[config.mk]
export PLATFORM = sky130hd
export DESIGN_NAME = chunked_addsub
export DESIGN_NICKNAME = d
export VERILOG_FILES = /design/src/rtl/chunked_addsub.sv
export SDC_FILE = /design/constraint.sdc
export NUM_CORES = 1
export LEC_CHECK = 0
export ABC_CLOCK_PERIOD_IN_PS = 10000
export CORE_MARGIN = 8
export CORE_UTILIZATION = 50
export DETAILED_ROUTE_END_ITERATION = 10
export PLACE_DENSITY = 0.78
export SLEW_MARGIN = 40
export SYNTH_ARGS = -nofsm -noshare
export SYNTH_HDL_FRONTEND = slang
export SYNTH_SLANG_ARGS = --single-unit
[constraint.sdc]
create_clock -name clk -period 10 [get_ports clk]
set_clock_uncertainty 0.15 [all_clocks]
set_input_delay 1 -clock clk [delete_from_list [all_inputs] [get_ports clk]]
set_output_delay 1 -clock clk [all_outputs]
set_load 0.05 [all_outputs]
[src/rtl/chunked_addsub.sv]
// chunked_addsub: multi-cycle W-bit adder/subtractor processing one CHUNK-bit slice per clock,
// with carry/borrow, zero and signed-overflow flags behind valid/ready handshakes.
module chunked_addsub #(
    parameter int W     = 32,
    parameter int CHUNK = 8
) (
    input  logic         clk,
    input  logic         rst_n,
    input  logic         in_valid,
    output logic         in_ready,
    input  logic         sub,
    input  logic         cin,
    input  logic [W-1:0] a,
    input  logic [W-1:0] b,
    output logic         out_valid,
    input  logic         out_ready,
    output logic [W-1:0] result,
    output logic         carry,
    output logic         zero,
    output logic         overflow,
    output logic         busy
);
    localparam int NCHUNK = W / CHUNK;
    localparam int KW     = (NCHUNK > 1) ? $clog2(NCHUNK) : 1;

    generate
        if (W % CHUNK != 0) begin : g_bad_chunk
            $error("chunked_addsub: W must be a multiple of CHUNK");
        end
    endgenerate

    typedef enum logic [1:0] {IDLE, BUSY, DONE} state_t;

    state_t          r_state;
    logic [KW-1:0]   r_k;
    logic [W-1:0]    r_a;
    logic [W-1:0]    r_b;
    logic            r_c;
    logic            r_sub;
    logic [CHUNK:0]  w_sum;
    logic [W-1:0]    w_res;
    logic            w_cmsb;
    logic            w_last;

    // On the last slice the slice MSB is the word MSB, so its carry-in falls out of the sum bit.
    always_comb begin
        w_sum  = {1'b0, r_a[r_k*CHUNK +: CHUNK]} + {1'b0, r_b[r_k*CHUNK +: CHUNK]} + {{CHUNK{1'b0}}, r_c};
        w_res  = result;
        w_res[r_k*CHUNK +: CHUNK] = w_sum[CHUNK-1:0];
        w_cmsb = w_sum[CHUNK-1] ^ r_a[W-1] ^ r_b[W-1];
        w_last = (r_k == KW'(NCHUNK - 1));
    end

    always_ff @(posedge clk or negedge rst_n) begin
        if (!rst_n) begin
            r_state  <= IDLE;
            r_k      <= '0;
            r_a      <= '0;
            r_b      <= '0;
            r_c      <= 1'b0;
            r_sub    <= 1'b0;
            result   <= '0;
            carry    <= 1'b0;
            zero     <= 1'b0;
            overflow <= 1'b0;
        end else begin
            case (r_state)
                IDLE: if (in_valid) begin
                    r_a     <= a;
                    r_b     <= sub ? ~b : b;
                    r_c     <= sub ^ cin;
                    r_sub   <= sub;
                    r_k     <= '0;
                    r_state <= BUSY;
                end
                BUSY: begin
                    result <= w_res;
                    r_c    <= w_sum[CHUNK];
                    if (w_last) begin
                        carry    <= r_sub ^ w_sum[CHUNK];
                        zero     <= (w_res == '0);
                        overflow <= w_cmsb ^ w_sum[CHUNK];
                        r_state  <= DONE;
                    end else begin
                        r_k <= r_k + 1'b1;
                    end
                end
                DONE: if (out_ready) r_state <= IDLE;
                default: r_state <= IDLE;
            endcase
        end
    end

    assign in_ready  = (r_state == IDLE);
    assign busy      = (r_state == BUSY);
    assign out_valid = (r_state == DONE);
endmodule

Word level (Yosys, flattened, before mapping)
Index checks and enable logic that the tools add are counted.
{"block": "totals", "regBits": 105, "latchBits": 0, "mem_bits_rw": 0, "mem_bits_ro": 0, "out_inout_bits": 38, "n_memories": 0}
{"block": "op_classes", "add_sub_neg": 4, "mul": 0, "n_div": 0, "magnitude_cmp": 0, "n_eq_ne": 7, "n_shift": 4, "mux": 11, "n_bitwise": 6, "reduce_logical": 8}
{"operator": "32-bit by 6-bit variable part select with 8-bit output", "count": 2}
{"operator": "5-bit negation with 34-bit output", "count": 1}
{"operator": "8-bit by 34-bit variable shift with 32-bit output (first input constant)", "count": 1}
{"operator": "8-bit by 34-bit variable part select with 32-bit output", "count": 1}
{"operator": "32-bit bitwise mux", "count": 1}
{"operator": "32-bit logical NOT", "count": 1}
{"operator": "32-bit two-way mux", "count": 1}
{"operator": "32-bit inverter", "count": 1}
{"operator": "2-bit two-way mux", "count": 5}
{"operator": "8-bit by 8-bit adder with 9-bit output", "count": 1}
{"operator": "9-bit by 1-bit adder with 9-bit output", "count": 1}
{"operator": "2-bit case mux with 3 select lines", "count": 1}
{"operator": "2-bit AND reduction", "count": 3}
{"operator": "3-bit AND reduction", "count": 2}
{"operator": "1-bit XOR", "count": 5}
{"operator": "2-bit == test (second input constant)", "count": 2}
{"operator": "2-bit by 1-bit inequality test with 1-bit output (second input constant)", "count": 2}
{"operator": "2-bit inequality test (second input constant)", "count": 2}
{"operator": "2-bit case mux with 2 select lines", "count": 1}
{"operator": "2-bit by 1-bit adder with 2-bit output (second input constant)", "count": 1}
{"operator": "2-bit by 1-bit == test with 1-bit output (second input constant)", "count": 1}
{"operator": "2-bit logical NOT", "count": 1}
{"operator": "1-bit case mux with 2 select lines", "count": 1}
{"operator": "2-bit nonzero test", "count": 1}
{"operator": "1-bit two-way mux", "count": 1}

Logic depth before layout (Yosys ltp)
{"block": "depth", "word_depth": 6, "ltp_mapped": 11, "ltp_nobuf": 10}

Worst setup path after synthesis
No wires, ideal clock.
{"block": "synth_timing", "path_type": "flip-flop to flip-flop", "startpoint": "register r_k[0]", "endpoint": "register overflow", "arrival_time_ps": 3226, "required_time_ps": 9725, "path_slack_ps": 6499, "path_stages_with_launch": 11, "path_buffers": 2, "period_less_slack_ps": 3501, "path_cell_list": "dfrtp_1 > buf_2 > buf_2 > mux4_2 > ha_1 > and3_1 > a22oi_2 > a21oi_2 > xnor2_2 > xnor3_1 > mux2_2"}
{"block": "synth_via", "elab_chain_cells": 6, "elab_cells_between_ends": 9, "cone_classes": "add/sub: 2; eq/ne: 1; shift: 2; bitwise: 3; reduce/logical: 1"}
{"item": "start: declaration", "line": "35", "source": "logic [KW-1:0] r_k;"}
{"item": "start signal: assignment", "line": "85", "source": "r_k <= r_k + 1'b1;"}
{"item": "32-bit by 6-bit variable part select with 8-bit output", "line": "47", "source": "w_sum = {1'b0, r_a[r_k*CHUNK +: CHUNK]} + {1'b0, r_b[r_k*CHUNK +: CHUNK]} + {{CHUNK{1'b0}}, r_c};"}
{"item": "8-bit by 8-bit adder with 9-bit output", "line": "47"}
{"item": "9-bit by 1-bit adder with 9-bit output", "line": "47"}
{"item": "1-bit XOR (2 in a row)", "line": "50", "source": "w_cmsb = w_sum[CHUNK-1] ^ r_a[W-1] ^ r_b[W-1];"}
{"item": "1-bit XOR", "line": "82", "source": "overflow <= w_cmsb ^ w_sum[CHUNK];"}
{"item": "end signal: assignment", "line": "82"}
{"item": "end: declaration", "line": "20", "source": "output logic overflow,"}
Several ways; a longest one is shown, not always the timed one.
A chain may end at the register's enable or synchronous reset.

Worst setup path in the final report
{"block": "layout_timing", "startpoint": "register r_state[1]", "endpoint": "output busy"}
{"block": "layout_via", "elab_chain_cells": 1}
{"item": "start: declaration", "line": "34", "source": "state_t r_state;"}
{"item": "start signal: assignment", "line": "56", "source": "r_state <= IDLE;"}
{"item": "start signal: assignment", "line": "74", "source": "r_state <= BUSY;"}
{"item": "start signal: assignment", "line": "83", "source": "r_state <= DONE;"}
{"item": "2-bit by 1-bit == test with 1-bit output", "line": "95", "source": "assign busy = (r_state == BUSY);"}
{"item": "end: declaration", "line": "21", "source": "output logic busy"}
Every way passes these cells.

==> results.sh <==
export IMPL_fp_dieArea_sq_um=14000
export IMPL_floorplan_initialDensity=0.510
export IMPL_routed_via_count=3849
export IMPL_achievable_frequency_ghz=0.283
export IMPL_worst_ep_arrival_time_ps=2380
export IMPL_layout_area_overhead_vs_synth_pct=26.5
export IMPL_grt_use_met1=0.229
export IMPL_cts_hold_repair_buffers=0
export IMPL_grt_pass1_wl_mm=20.6
export IMPL_die_w_microns=118
export IMPL_post_drt_via_cell_ratio=5.55
export IMPL_final_layout_size_suffix_gt1_frac=0.140
export IMPL_die_h_microns=118
export IMPL_final_design_area_no_fill_sq_um=6600
export IMPL_grt_use_met3=0.0462
export IMPL_ant_nets=0
export IMPL_asyncSetResetFlopFracSynth=1.00
export IMPL_timing_slew_headroom=0.489
export IMPL_drc=0
export IMPL_numClockSinks=105
export IMPL_critPathRequiredTime_ps=8850
export IMPL_grt_setup_unrepaired="false"
export IMPL_tritoncts="built"
export IMPL_cts_root_buffer="sky130_fd_sc_hd__clkbuf_8"
export IMPL_met2_track_utilization_from_global_routing=0.299
export IMPL_hold_viol_final=0
export IMPL_ys_seq_elements=105
export IMPL_drt_total_wl_mm=12.4
export IMPL_synth_cell_type_count=51
export IMPL_clock_insertion_delay_worst_skew_ps=370
export IMPL_synth_area_leaders="sky130_fd_sc_hd__dfrtp_1 (50%), sky130_fd_sc_hd__mux2_2 (7.3%), sky130_fd_sc_hd__mux4_2 (6.9%)"
export IMPL_post_synth_cell_area_avg_sq_um=11.5
export IMPL_wl_per_cell_microns=17.8
export IMPL_boundaryPins=108
export IMPL_worstPathMaxFanout=13
export IMPL_max_cap_viol=0
export IMPL_synth_edff_count=0
export IMPL_core_rowCount=37
export IMPL_final_fill_count=811
export IMPL_synth_top_area_frac=0.504
export IMPL_totalNegativeSetupSlack_ps=0
export IMPL_timing_setup_critical_path_class="flop to primary output"
export IMPL_core_sq_um=10200
export IMPL_synthFlopType="sky130_fd_sc_hd__dfrtp_1"
export IMPL_netlist_instances=453
export IMPL_dr_pass1_iters=4
export IMPL_drt_iter0_drc=226
export IMPL_critical_path_endpoint_type="primary output"
export IMPL_synth_common_cells="sky130_fd_sc_hd__dfrtp_1 (105), sky130_fd_sc_hd__nor2_1 (46), sky130_fd_sc_hd__a21oi_1 (40)"
export IMPL_clock_tree_htree_level_count=3
export IMPL_placed_area_sq_um=6400
export IMPL_vias_in_the_first_global_route=4114
export IMPL_worst_slew_pin_slew_ps=767
export IMPL_place_hpwl_mm=9.71
export IMPL_cts_buffers_inserted=9
export IMPL_placement_setup_worst_slack_ps=6490
export IMPL_antennaDiodeCount=0
export IMPL_min_period_over_period=0.353
export IMPL_holdCritPathClass="flop to flop"
export IMPL_netlist_top_cell_by_area="sky130_fd_sc_hd__dfrtp_1"
export IMPL_cts_resized=0
export IMPL_setup_viol=0
export IMPL_globalplace_congestion=0.890
export IMPL_final_setup_worst_slack_ps=6470
export IMPL_gr_usage_all_layers=0.182
export IMPL_reg2reg_slack_ps=6480
export IMPL_synth_most_common_cell="sky130_fd_sc_hd__dfrtp_1"
export IMPL_cts_post_setup_buffers_inserted=0
export IMPL_nNetsFinal=638
export IMPL_synth_warning_count=0
export IMPL_report_final_slew_viol_count=0
export IMPL_startpoint_type="flop"
export IMPL_cts_buffer_depth=2
export IMPL_total_global_routing_overflow=0
export IMPL_sequential_area_share_after_synthesis=0.504
export IMPL_worst_setup_hold_path_clk_slew_ps=100
export IMPL_grt_max_degree=63
export IMPL_syn_num_nets=538
export IMPL_io_buffer_count=107
export IMPL_synth_area_sq_um=5220
export IMPL_status="completed"
export IMPL_gr_max_usage_layer="met2"
export IMPL_antenna_violations_before_repair=0
export IMPL_period_needed_ps=3530
layer usage:
layer  up-vias  routed length, microns
li1       1802                       -
met1      1897                    5450
met2       131                    5970
met3        19                     676
met4         0                     275
met5         -                       0
critical path: stages (launching register included):
cell	delay (ps)
sky130_fd_sc_hd__dfrtp_1	400
sky130_fd_sc_hd__nand2b_1	310
sky130_fd_sc_hd__inv_1	410
sky130_fd_sc_hd__clkdlybuf4s50_1	890
flip-flops by register name, summed over array words and instances, names as in the netlist, 2 cells and up:
name and flops:
r_a 32, r_b 32, result 32, r_k 2
r_state 2
metrics by stage:
| stage | std cells | hold WS [ps] | utilization |
|---|---|---|---|
| after floorplan | 453 | 325 | - |
| after global placement | 677 | 336 | 0.624 |
| after detailed placement | 678 | 341 | 0.626 |
| after CTS | 694 | 361 | 0.644 |
| after global routing | 694 | 378 | 0.645 |
| final | 694 | 362 | 0.645 |
cells by family after synthesis:
logic type / count (synthesis) / share of synthesized area
DFF: 105 / 0.504
buffers and inverters: 32 / 0.0247
xor gates and xnor gates: 43 / 0.0763
AOI/OAI and AO/OA: 96 / 0.115
adders and majority gates: 15 / 0.0389
muxes: 50 / 0.142
and+or+nand+nor: 112 / 0.0988
layout make-up:
type	instances	area, sq um	share of cell area
clock buffers	10	128	0.0193
well taps	136	170	0.0258
inverters	11	41.3	0.00626
multi-input cells	316	2460	0.373
repair buffers	110	1100	0.167
clock inverters	6	66.3	0.0101
flip-flops and latches	105	2630	0.398
final timing paths:
| check | to | cells after the start | start |
|---|---|---|---|
| worst max register to register | zero | 9 | r_k[1] |
| min in group asynchronous | result[22] | 1 | rst_n |
| max in group asynchronous | r_a[10] | 2 | rst_n |
| worst min register to register | r_a[3] | 1 | r_a[3] |
| worst max-delay path | busy | 3 | r_state[1] |
| worst min-delay path | r_a[3] | 1 | r_a[3] |
placed cells by master, fill, tap and decap left out, drive strengths merged, types with 3 or more instances in the layout:
cell	synthesis	final
a21oi	41	41
a22o	15	15
buf	10	5
clkbuf	11	10
clkdlybuf4s50	0	105
clkinv	0	3
dfrtp	105	105
ha	13	13
inv	11	13
mux2	34	34
mux4	16	16
nand2	33	33
nand2b	3	3
nand3	5	5
nor2	46	46
nor3	5	5
o21ai	23	23
or4	4	4
xnor2	37	37
xor2	5	5
Power is left out: the tool's default activity adds up to more than one toggle a clock period on the data nets, which glitch-free logic cannot reach.
